### config.mk
export PLATFORM = sky130hd
export DESIGN_NAME = swv_run_sequencer
export DESIGN_NICKNAME = d
export VERILOG_FILES = /design/src/rtl/swv_run_sequencer.sv
export SDC_FILE = /design/constraint.sdc
export NUM_CORES = 1
export LEC_CHECK = 0
export CAP_MARGIN = 10
export CORE_MARGIN = 2
export CORE_UTILIZATION = 35
export DETAILED_ROUTE_END_ITERATION = 8
export HOLD_SLACK_MARGIN = 0.05
export PLACE_DENSITY_LB_ADDON = 0.15
export SETUP_SLACK_MARGIN = 0.4
export SLEW_MARGIN = 10
export SYNTH_ARGS = -nofsm -noshare
export SYNTH_HDL_FRONTEND = slang
export SYNTH_SLANG_ARGS = --single-unit
export TNS_END_PERCENT = 50
### constraint.sdc
create_clock -name ti_clk -period 2.7 [get_ports ti_clk]
set_input_delay 0.54 -clock ti_clk [delete_from_list [all_inputs] [get_ports ti_clk]]
set_output_delay 0.54 -clock ti_clk [all_outputs]
set_load 0.02 [all_outputs]
### src/rtl/swv_run_sequencer.sv
// Run sequencer for the square-wave-voltammetry engine: shadows the 7-word parameter
// frame, loads it serially, fires start and repeats runs while watching the shield bus.
module swv_run_sequencer #(
    parameter int GAP_CYCLES  = 16,
    parameter int ACT_TIMEOUT = 255
) (
    input  logic        ti_clk,
    input  logic        rst_n,
    input  logic        host_wr,
    input  logic [2:0]  host_addr,
    input  logic [15:0] host_data,
    input  logic        go,
    input  logic        abort,
    input  logic [7:0]  eng_shield,
    output logic        eng_rst,
    output logic [15:0] eng_data_in,
    output logic        eng_data_update_trig,
    output logic        eng_start_trig,
    output logic        busy,
    output logic        done,
    output logic        aborted,
    output logic        err_timeout,
    output logic        wr_reject,
    output logic [7:0]  run_index
);
    typedef enum logic [2:0] {IDLE, RST, LOAD, START, WAIT_ACT, WAIT_DONE, GAP, ABORT} state_t;

    localparam logic [15:0] GAP_LAST = 16'(GAP_CYCLES - 1);
    localparam logic [15:0] ACT_LAST = 16'(ACT_TIMEOUT - 1);

    state_t      state_q, state_d;
    logic [2:0]  word_q, word_d;
    logic [1:0]  phase_q, phase_d;
    logic [15:0] cnt_q, cnt_d;
    logic        timeout_fire, done_fire, run_inc;

    logic [15:0] frame [0:6];
    logic [7:0]  rep, rep_eff, run_next;
    logic [7:0]  shield_meta, shield_sync;
    logic        shield_act, shield_idle, go_accept;

    logic        eng_rst_d, trig_d, start_d;
    logic [15:0] data_d;

    assign rep_eff     = (rep == 8'd0) ? 8'd1 : rep;
    assign run_next    = run_index + 8'd1;
    assign shield_act  = (shield_sync == 8'hFF);
    assign shield_idle = (shield_sync == 8'h00);
    assign go_accept   = (state_q == IDLE) && go;

    always_ff @(posedge ti_clk or negedge rst_n) begin
        if (!rst_n) begin
            for (int i = 0; i < 7; i++) frame[i] <= '0;
            rep <= '0;
        end else if (host_wr && state_q == IDLE) begin
            if (host_addr == 3'd7) rep <= host_data[7:0];
            else                   frame[host_addr] <= host_data;
        end
    end

    always_ff @(posedge ti_clk or negedge rst_n) begin
        if (!rst_n) begin
            state_q     <= IDLE;
            word_q      <= '0;
            phase_q     <= '0;
            cnt_q       <= '0;
            shield_meta <= '0;
            shield_sync <= '0;
        end else begin
            state_q     <= state_d;
            word_q      <= word_d;
            phase_q     <= phase_d;
            cnt_q       <= cnt_d;
            shield_meta <= eng_shield;
            shield_sync <= shield_meta;
        end
    end

    // Abort outranks every other transition once a sequence is in flight.
    always_comb begin
        state_d      = state_q;
        word_d       = word_q;
        phase_d      = phase_q;
        cnt_d        = cnt_q;
        timeout_fire = 1'b0;
        done_fire    = 1'b0;
        run_inc      = 1'b0;
        if (state_q != IDLE && abort) begin
            state_d = ABORT;
        end else begin
            case (state_q)
                IDLE: if (go) state_d = RST;
                RST: begin
                    state_d = LOAD;
                    word_d  = '0;
                    phase_d = '0;
                end
                LOAD: begin
                    if (phase_q == 2'd2) begin
                        phase_d = '0;
                        if (word_q == 3'd6) begin
                            state_d = START;
                            cnt_d   = '0;
                        end else begin
                            word_d = word_q + 3'd1;
                        end
                    end else begin
                        phase_d = phase_q + 2'd1;
                    end
                end
                START: begin
                    if (cnt_q == 16'd1) begin
                        state_d = WAIT_ACT;
                        cnt_d   = '0;
                    end else begin
                        cnt_d = cnt_q + 16'd1;
                    end
                end
                WAIT_ACT: begin
                    if (shield_act) begin
                        state_d = WAIT_DONE;
                    end else if (cnt_q == ACT_LAST) begin
                        state_d      = IDLE;
                        timeout_fire = 1'b1;
                    end else begin
                        cnt_d = cnt_q + 16'd1;
                    end
                end
                WAIT_DONE: begin
                    if (shield_idle) begin
                        run_inc = 1'b1;
                        if (run_next == rep_eff) begin
                            state_d   = IDLE;
                            done_fire = 1'b1;
                        end else begin
                            state_d = GAP;
                            cnt_d   = '0;
                        end
                    end
                end
                GAP: begin
                    if (cnt_q == GAP_LAST) begin
                        state_d = START;
                        cnt_d   = '0;
                    end else begin
                        cnt_d = cnt_q + 16'd1;
                    end
                end
                ABORT:   state_d = IDLE;
                default: state_d = IDLE;
            endcase
        end
    end

    // Strobes are decoded from the upcoming state so the registered outputs line up with it.
    always_comb begin
        eng_rst_d = 1'b0;
        data_d    = '0;
        trig_d    = 1'b0;
        start_d   = 1'b0;
        case (state_d)
            RST, ABORT: eng_rst_d = 1'b1;
            LOAD: begin
                data_d = frame[word_d];
                trig_d = (phase_d == 2'd1);
            end
            START:   start_d = 1'b1;
            default: ;
        endcase
        if (timeout_fire) eng_rst_d = 1'b1;
    end

    always_ff @(posedge ti_clk or negedge rst_n) begin
        if (!rst_n) begin
            eng_rst              <= 1'b0;
            eng_data_in          <= '0;
            eng_data_update_trig <= 1'b0;
            eng_start_trig       <= 1'b0;
            busy                 <= 1'b0;
            done                 <= 1'b0;
            aborted              <= 1'b0;
            err_timeout          <= 1'b0;
            wr_reject            <= 1'b0;
            run_index            <= '0;
        end else begin
            eng_rst              <= eng_rst_d;
            eng_data_in          <= data_d;
            eng_data_update_trig <= trig_d;
            eng_start_trig       <= start_d;
            busy                 <= (state_d != IDLE);
            done                 <= done_fire;
            aborted              <= (state_q == ABORT) && (state_d == IDLE);
            wr_reject            <= host_wr && (state_q != IDLE);
            if (go_accept) begin
                run_index   <= '0;
                err_timeout <= 1'b0;
            end else begin
                if (run_inc)      run_index   <= run_next;
                if (timeout_fire) err_timeout <= 1'b1;
            end
        end
    end
endmodule

==> qor.yml, run 1 <==
synth:
  synthCells: 765
  synth_area_sq_um: 9020
  yosysUniqueCellTypes: 70
  synth.area.top_cells: "dfrtp_1 (53%), mux2_2 (15%), nand2_1 (3.9%)"
  yosys_warnings: 0
  yosys.area.top_type_share_pct: 53.3
  yosys.area.top_type: "dfrtp_1"
  synth_async_sr_flop_share_pct: 100
  ys_ff_latch: 192
  synth_edf_count: 0
  synth.net_count: 803
  ys.flop_type: "dfrtp_1"
  yosysSeqAreaShare_pct: 53.3
  synth.avg_cell_area_sq_um: 11.8
sta:
  worstMarginPinSlew_ps: 488
  slew_viol_final: 0
  fin_ws_ps: 254
  grt_setup_unrepaired: "yes"
  relSlewSlack_pct: 67.4
  finalSetupViolCount: 0
  skew_ps: 15.8
  final.period_utilization_pct: 90.6
  timing.final.hold_violations: 0
  min_period_ps: 2450
  fmax_mhz: 409
  setup_tns_ps: 0
placed_design:
  dp_hpwl_um: 14200
  gp_congestion: 0.790
  dp_worst_setup_slack_ps: -357
  portBuffers: 63
critical_path:
  crit_start: "shield_sync[1]"
  crit_end: "eng_data_in[15]"
  r2r-start: "shield_sync[1]"
  reg2reg_slack_ps: 250
  crit_type: "reg2reg"
  startpoint_type: "register"
  r2r-end: "eng_data_in[15]"
  critical_path_arrival_ps: 2810
  reg2reg_depth: 8
  crit_fanout: 15
  endpoint_kind: "register"
  crit_required_ps: 3060
power:
  power_leakage_nw: 5.11
  p_comb_share_pct: 35.5
  p_sw_share_pct: 33.9
  ir_drop_mv: 0.471
  p_clk_share_pct: 26.7
  p_int_mw: 6.83
  power_per_cell_area_nw_per_um2: 893
  seqPwrFrac_pct: 37.8
  p_switching_mw: 3.51
finish:
  finalNetCount: 910
  drive_gt1_share_pct: 35.7
  area_growth_syn_to_layout_pct: 28.4
  final_cell_mix: "dfrtp_1 (174), mux2_2 (123), nand2_1 (92)"
  antenna_cells: 0
  final_common_cell: "dfrtp_1"
  utilization_pct: 45.8
route:
  viasPerCell: 5.22
  drcViolationCount: 0
  initialDrtViolationCount: 391
  drt-total-wl_um: 23300
  wl_per_cell_um: 19.2
  ant_nets: 0
  dr.pass1.iters: 4
  num_vias: 6345
die:
  die_height_um: 165
  rows: 58
  start_util_pct: 35.7
  dieWidth_um: 165
  die-area_sq_um: 27100
  core_area_sq_um: 25300
  num_io_pins: 64
cts:
  clkTransAtPathRegs_ps: 80
  htree_num_levels: 4
  cts_tree: "built"
  cts_num_sinks: 192
  clk_path_buf_depth: 2
  cts_buffers: 17
  cts-root-buf: "clkbuf_16"
  clk_latency_ps: 440
global_routing:
  grt_overflow: 0
  grt_pass1_vias: 6440
  grt.total_usage_pct: 17.5
  antenna_found_initial: 0
  grt_max_degree: 75
  grt_pass1_wl_um: 36200
hold_path:
  hold_class: "reg2reg"
status:
  outcome: "finished, final reports clean"
job:
  cap_violations: 0
-- registers in the layout (all words and copies together) (netlist names) --
signal                count
wr_reject                 1
aborted                   1
done                      1
eng_start_trig            1
eng_rst                   1
shield_sync               8
eng_data_update_trig      1
state_q                   3
phase_q                   2
eng_data_in              16
busy                      1
run_index                 8
rep                       8
word_q                    3
frame                   112
err_timeout               1
cnt_q                    16
shield_meta               8
-- power by group through the flow --
stage          Combinational, mW  Clock, mW  Sequential, mW
3_3_place_gp                2.98          0            3.93
4_1_cts                     3.34       2.82            3.90
2_1_floorplan               2.00          0            3.92
3_5_place_dp                3.05          0            3.95
6_report                    3.67       2.76            3.90
5_1_grt                     3.98       2.94            3.98
-- worst max-delay path: stages (launching register included) --
cell and delay [ps]:
dfrtp_1 410, nor4_4 370, nand2_1 120, a21o_1 230
or4b_4 550, or2_4 270, nor2_4 110, buf_12 170
o21a_1 150
-- cell type report --
type	count	area, sq um
tap	330	413
timing repair buffer	132	1390
fill	2291	13700
sequential	192	4830
inverter	12	47.5
multi-input combinational	517	4250
clock buffer	17	425
clock inverter	15	221
-- per-layer routing --
metal | GRT usage, % | wire length [um] | vias up
met5 | 0 | 0 | -
met2 | 29.4 | 11500 | 120
met4 | 4.07 | 267 | 0
met1 | 23.6 | 10800 | 3235
li1 | - | - | 2975
met3 | 3.16 | 721 | 15
-- stage by stage --
| stage | cell area [sq um] | total power [mW] | instances | hold WS, ps |
|---|---|---|---|---|
| floorplan | 9080 | 5.92 | 765 | 244 |
| global placement | 10300 | 6.91 | 1154 | 337 |
| detailed placement | 10300 | 7.00 | 1154 | 335 |
| CTS | 11200 | 10.1 | 1201 | 354 |
| global route | 11600 | 10.9 | 1215 | 357 |
| finish | 11600 | 10.3 | 1215 | 352 |
-- worst min path at each step --
stage	start	end	slack [ps]	depth (start not counted)
global route	shield_meta[5]	shield_sync[5]	360	0
global placement	shield_meta[2]	shield_sync[2]	340	0
CTS	shield_meta[6]	shield_sync[6]	350	0
finish	shield_meta[6]	shield_sync[6]	350	0
detailed placement	shield_meta[6]	shield_sync[6]	330	0
floorplan	rst_n	aborted	240	0
-- cell usage after synthesis, drive strengths merged, types with 13 or more instances --
master / n
a311oi: 15
buf: 25
o21a: 16
o31ai: 13
nand3: 14
nand2: 94
dfrtp: 192
clkbuf: 19
o21ai: 33
and3: 25
a22oi: 15
nor2: 38
mux2: 136
-- kinds of logic after synthesis --
group           share of synthesized area (%)
simple gates                             13.8
flops                                    53.3
mux                                      17.7
compound gates                           10.2
buf+inv                                  2.96
xor+xnor                                 1.22
fa+ha+maj                               0.833
-- repair_timing --
action,4_1_cts,5_1_grt
endpoints found under the setup margin,35,90
gates resized for setup,21,61
buffers inserted,12,13
pin swaps,9,15
cloned,2,1
hold buffers,1,0
hold endpoints to repair,19,0
Note: power is estimated with default switching activity, not from simulation.
==> run 2, diff against run 1 <==
Settings changed: REMOVE_ABC_BUFFERS set to 1, SLEW_MARGIN 10 to not set.
==> run 2 against run 1 <==
  * Sequential cell count is the same
  * Worst hold slack lost 240 ps
  * Die area is the same
  * Clock power shrank 9.8%
  * Critical path depth grew 2
  * Sequential power is essentially flat
  * Global-route usage grew 0.21 points
==> qor.yml, run 2 (same netlist as run 1, synthesis figures left out) <==
critical_path:
  reg2reg_slack_ps: 250
  crit_start: "state_q[0]"
  crit_type: "reg2reg"
  r2r-end: "eng_data_in[12]"
  critPathSlowestCell: "or4b_4"
  crit_top_cell: "buf_12"
  crit_end: "eng_data_in[12]"
  startpoint_type: "register"
  cp_cell_sequence: "buf_12, buf_4, nand2_1, nor2_1, a21o_1, or4b_4, or2_4, nor2_4, buf_12, o21a_1"
  r2r-start: "state_q[0]"
  crit_required_ps: 3070
  critPathMaxStageDelay_ps: 560
  endpoint_kind: "register"
  critical_path_arrival_ps: 2820
  crit_fanout: 15
  reg2reg_depth: 10
finish:
  regMostFlops: "frame"
  largest_reg_flops: 112
  final_cell_mix: "dfrtp_1 (182), mux2_2 (121), nand2_1 (93)"
  final_common_cell: "dfrtp_1"
  antenna_cells: 0
  finalNetCount: 923
  area_growth_syn_to_layout_pct: 28.6
  reg.largest.list: "frame: 112 flops, cnt_q: 16 flops, eng_data_in: 16 flops"
  drive_gt1_share_pct: 36.1
die:
  die-area_sq_um: 27100
  num_io_pins: 64
  dieWidth_um: 165
  rows: 58
  start_util_pct: 35.7
  core_area_sq_um: 25300
  die_height_um: 165
global_routing:
  grt_overflow: 0
  grt_max_degree: 74
  grt_pass1_wl_um: 36600
  met1_usage_pct: 22.5
  antenna_found_initial: 0
  grt_pass1_vias: 6654
  grtUsageMet2_pct: 30.7
  use_met3_pct: 3.31
  grt.total_usage_pct: 17.7
  grt-busiest-layer: "met2"
power:
  p_switching_mw: 3.50
  power_leakage_nw: 5.17
  p_comb_share_pct: 37.8
  seqPwrFrac_pct: 37.9
  power_per_cell_area_nw_per_um2: 882
  p_clk_share_pct: 24.4
  p_int_mw: 6.72
  p_sw_share_pct: 34.3
  ir_drop_mv: 0.545
route:
  drt-total-wl_um: 23000
  ant_nets: 0
  viasPerCell: 5.27
  dr.pass1.iters: 6
  num_vias: 6474
  initialDrtViolationCount: 401
  wl_per_cell_um: 18.7
  drcViolationCount: 0
cts:
  clk_path_buf_depth: 2
  cts_buffers: 17
  cts_num_sinks: 192
  clk_latency_ps: 440
  htree_num_levels: 4
  cts-root-buf: "clkbuf_16"
  cts_tree: "built"
  clkTransAtPathRegs_ps: 70
sta:
  relSlewSlack_pct: 57.8
  worstMarginPinSlew_ps: 633
  skew_ps: 14.8
  finalSetupViolCount: 0
  slew_viol_final: 0
  fin_ws_ps: 250
  min_period_ps: 2450
  fmax_mhz: 408
  grt_setup_unrepaired: "yes"
  timing.final.hold_violations: 0
  setup_tns_ps: 0
  final.period_utilization_pct: 90.7
placed_design:
  gp_congestion: 0.807
  dp_hpwl_um: 14300
  dp_worst_setup_slack_ps: -324
  portBuffers: 63
hold_path:
  hold_class: "in2async"
job:
  cap_violations: 0
status:
  outcome: "finished, final reports clean"
run 2: cell count changes in the layout (fill, tap and decap cells not counted), moves of 5 or more:
cell,previous run,this run
buf_4,46,55
dfrtp_1,174,182
dfrtp_2,18,10
a311oi_1,12,7
a311oi_2,3,8
buf_12,10,15
mux2_4,4,9
run 2: cell type report:
cell class / instances / area [sq um]
Tap cell: 330 / 413
Fill cell: 2286 / 13700
Clock inverter: 14 / 138
Multi-Input combinational cell: 518 / 4200
Inverter: 12 / 47.5
Sequential cell: 192 / 4820
Clock buffer: 18 / 439
Timing Repair Buffer: 144 / 1540
run 2: worst min path at each step:
| stage | start | to | slack, ps | depth (start not counted) |
|---|---|---|---|---|
| finish | rst_n | cnt_q[10] | 110 | 1 |
| global route | rst_n | cnt_q[10] | 160 | 1 |
| floorplan | rst_n | aborted | 240 | 0 |
| CTS | rst_n | cnt_q[10] | 150 | 1 |
| detailed placement | shield_meta[7] | shield_sync[7] | 340 | 0 |
| global placement | shield_meta[4] | shield_sync[4] | 340 | 0 |
run 2: what timing repair did:
action | 4_1_cts | 5_1_grt
hold buffers | 0 | 0
resized for setup | 59 | 25
pin swaps | 27 | 10
setup buffers | 17 | 11
endpoints found under the setup margin | 35 | 41
gates cloned | 4 | 0
run 2: power by group through the flow:
| stage | clock network, mW | registers, mW | logic (mW) |
|---|---|---|---|
| floorplan | 0 | 3.98 | 1.70 |
| global placement | 0 | 3.88 | 3.03 |
| detailed placement | 0 | 3.91 | 3.10 |
| CTS | 2.55 | 3.87 | 3.65 |
| global route | 2.69 | 3.95 | 4.17 |
| finish | 2.49 | 3.87 | 3.86 |
run 2: critical path, delay by kind of cell (launching register included):
kind | cells | cell delay [ps]
and+or+nand+nor | 5 | 1140
buffers and inverters | 3 | 460
AOI/OAI and AO/OA | 2 | 320
DFF | 1 | 450
run 2: metal layers:
metal | share of wire (%) | wire (um) | up-vias
li1 | - | - | 2991
met1 | 45 | 10400 | 3344
met2 | 51 | 11600 | 112
met3 | 2.8 | 635 | 27
met4 | 1.6 | 366 | 0
met5 | 0 | 0 | -
run 2: through the flow:
stage / power (mW) / cells / hold WS (ps) / area, sq um / utilization, %
after global routing: 10.8 / 1228 / 156 / 11600 / 45.9
after CTS: 10.1 / 1217 / 145 / 11400 / 45.1
after floorplan: 5.68 / 721 / 244 / 8790 / -
after global placement: 6.92 / 1164 / 340 / 10400 / 41.0
after detailed placement: 7.00 / 1164 / 336 / 10400 / 41.0
final: 10.2 / 1228 / 114 / 11600 / 45.9
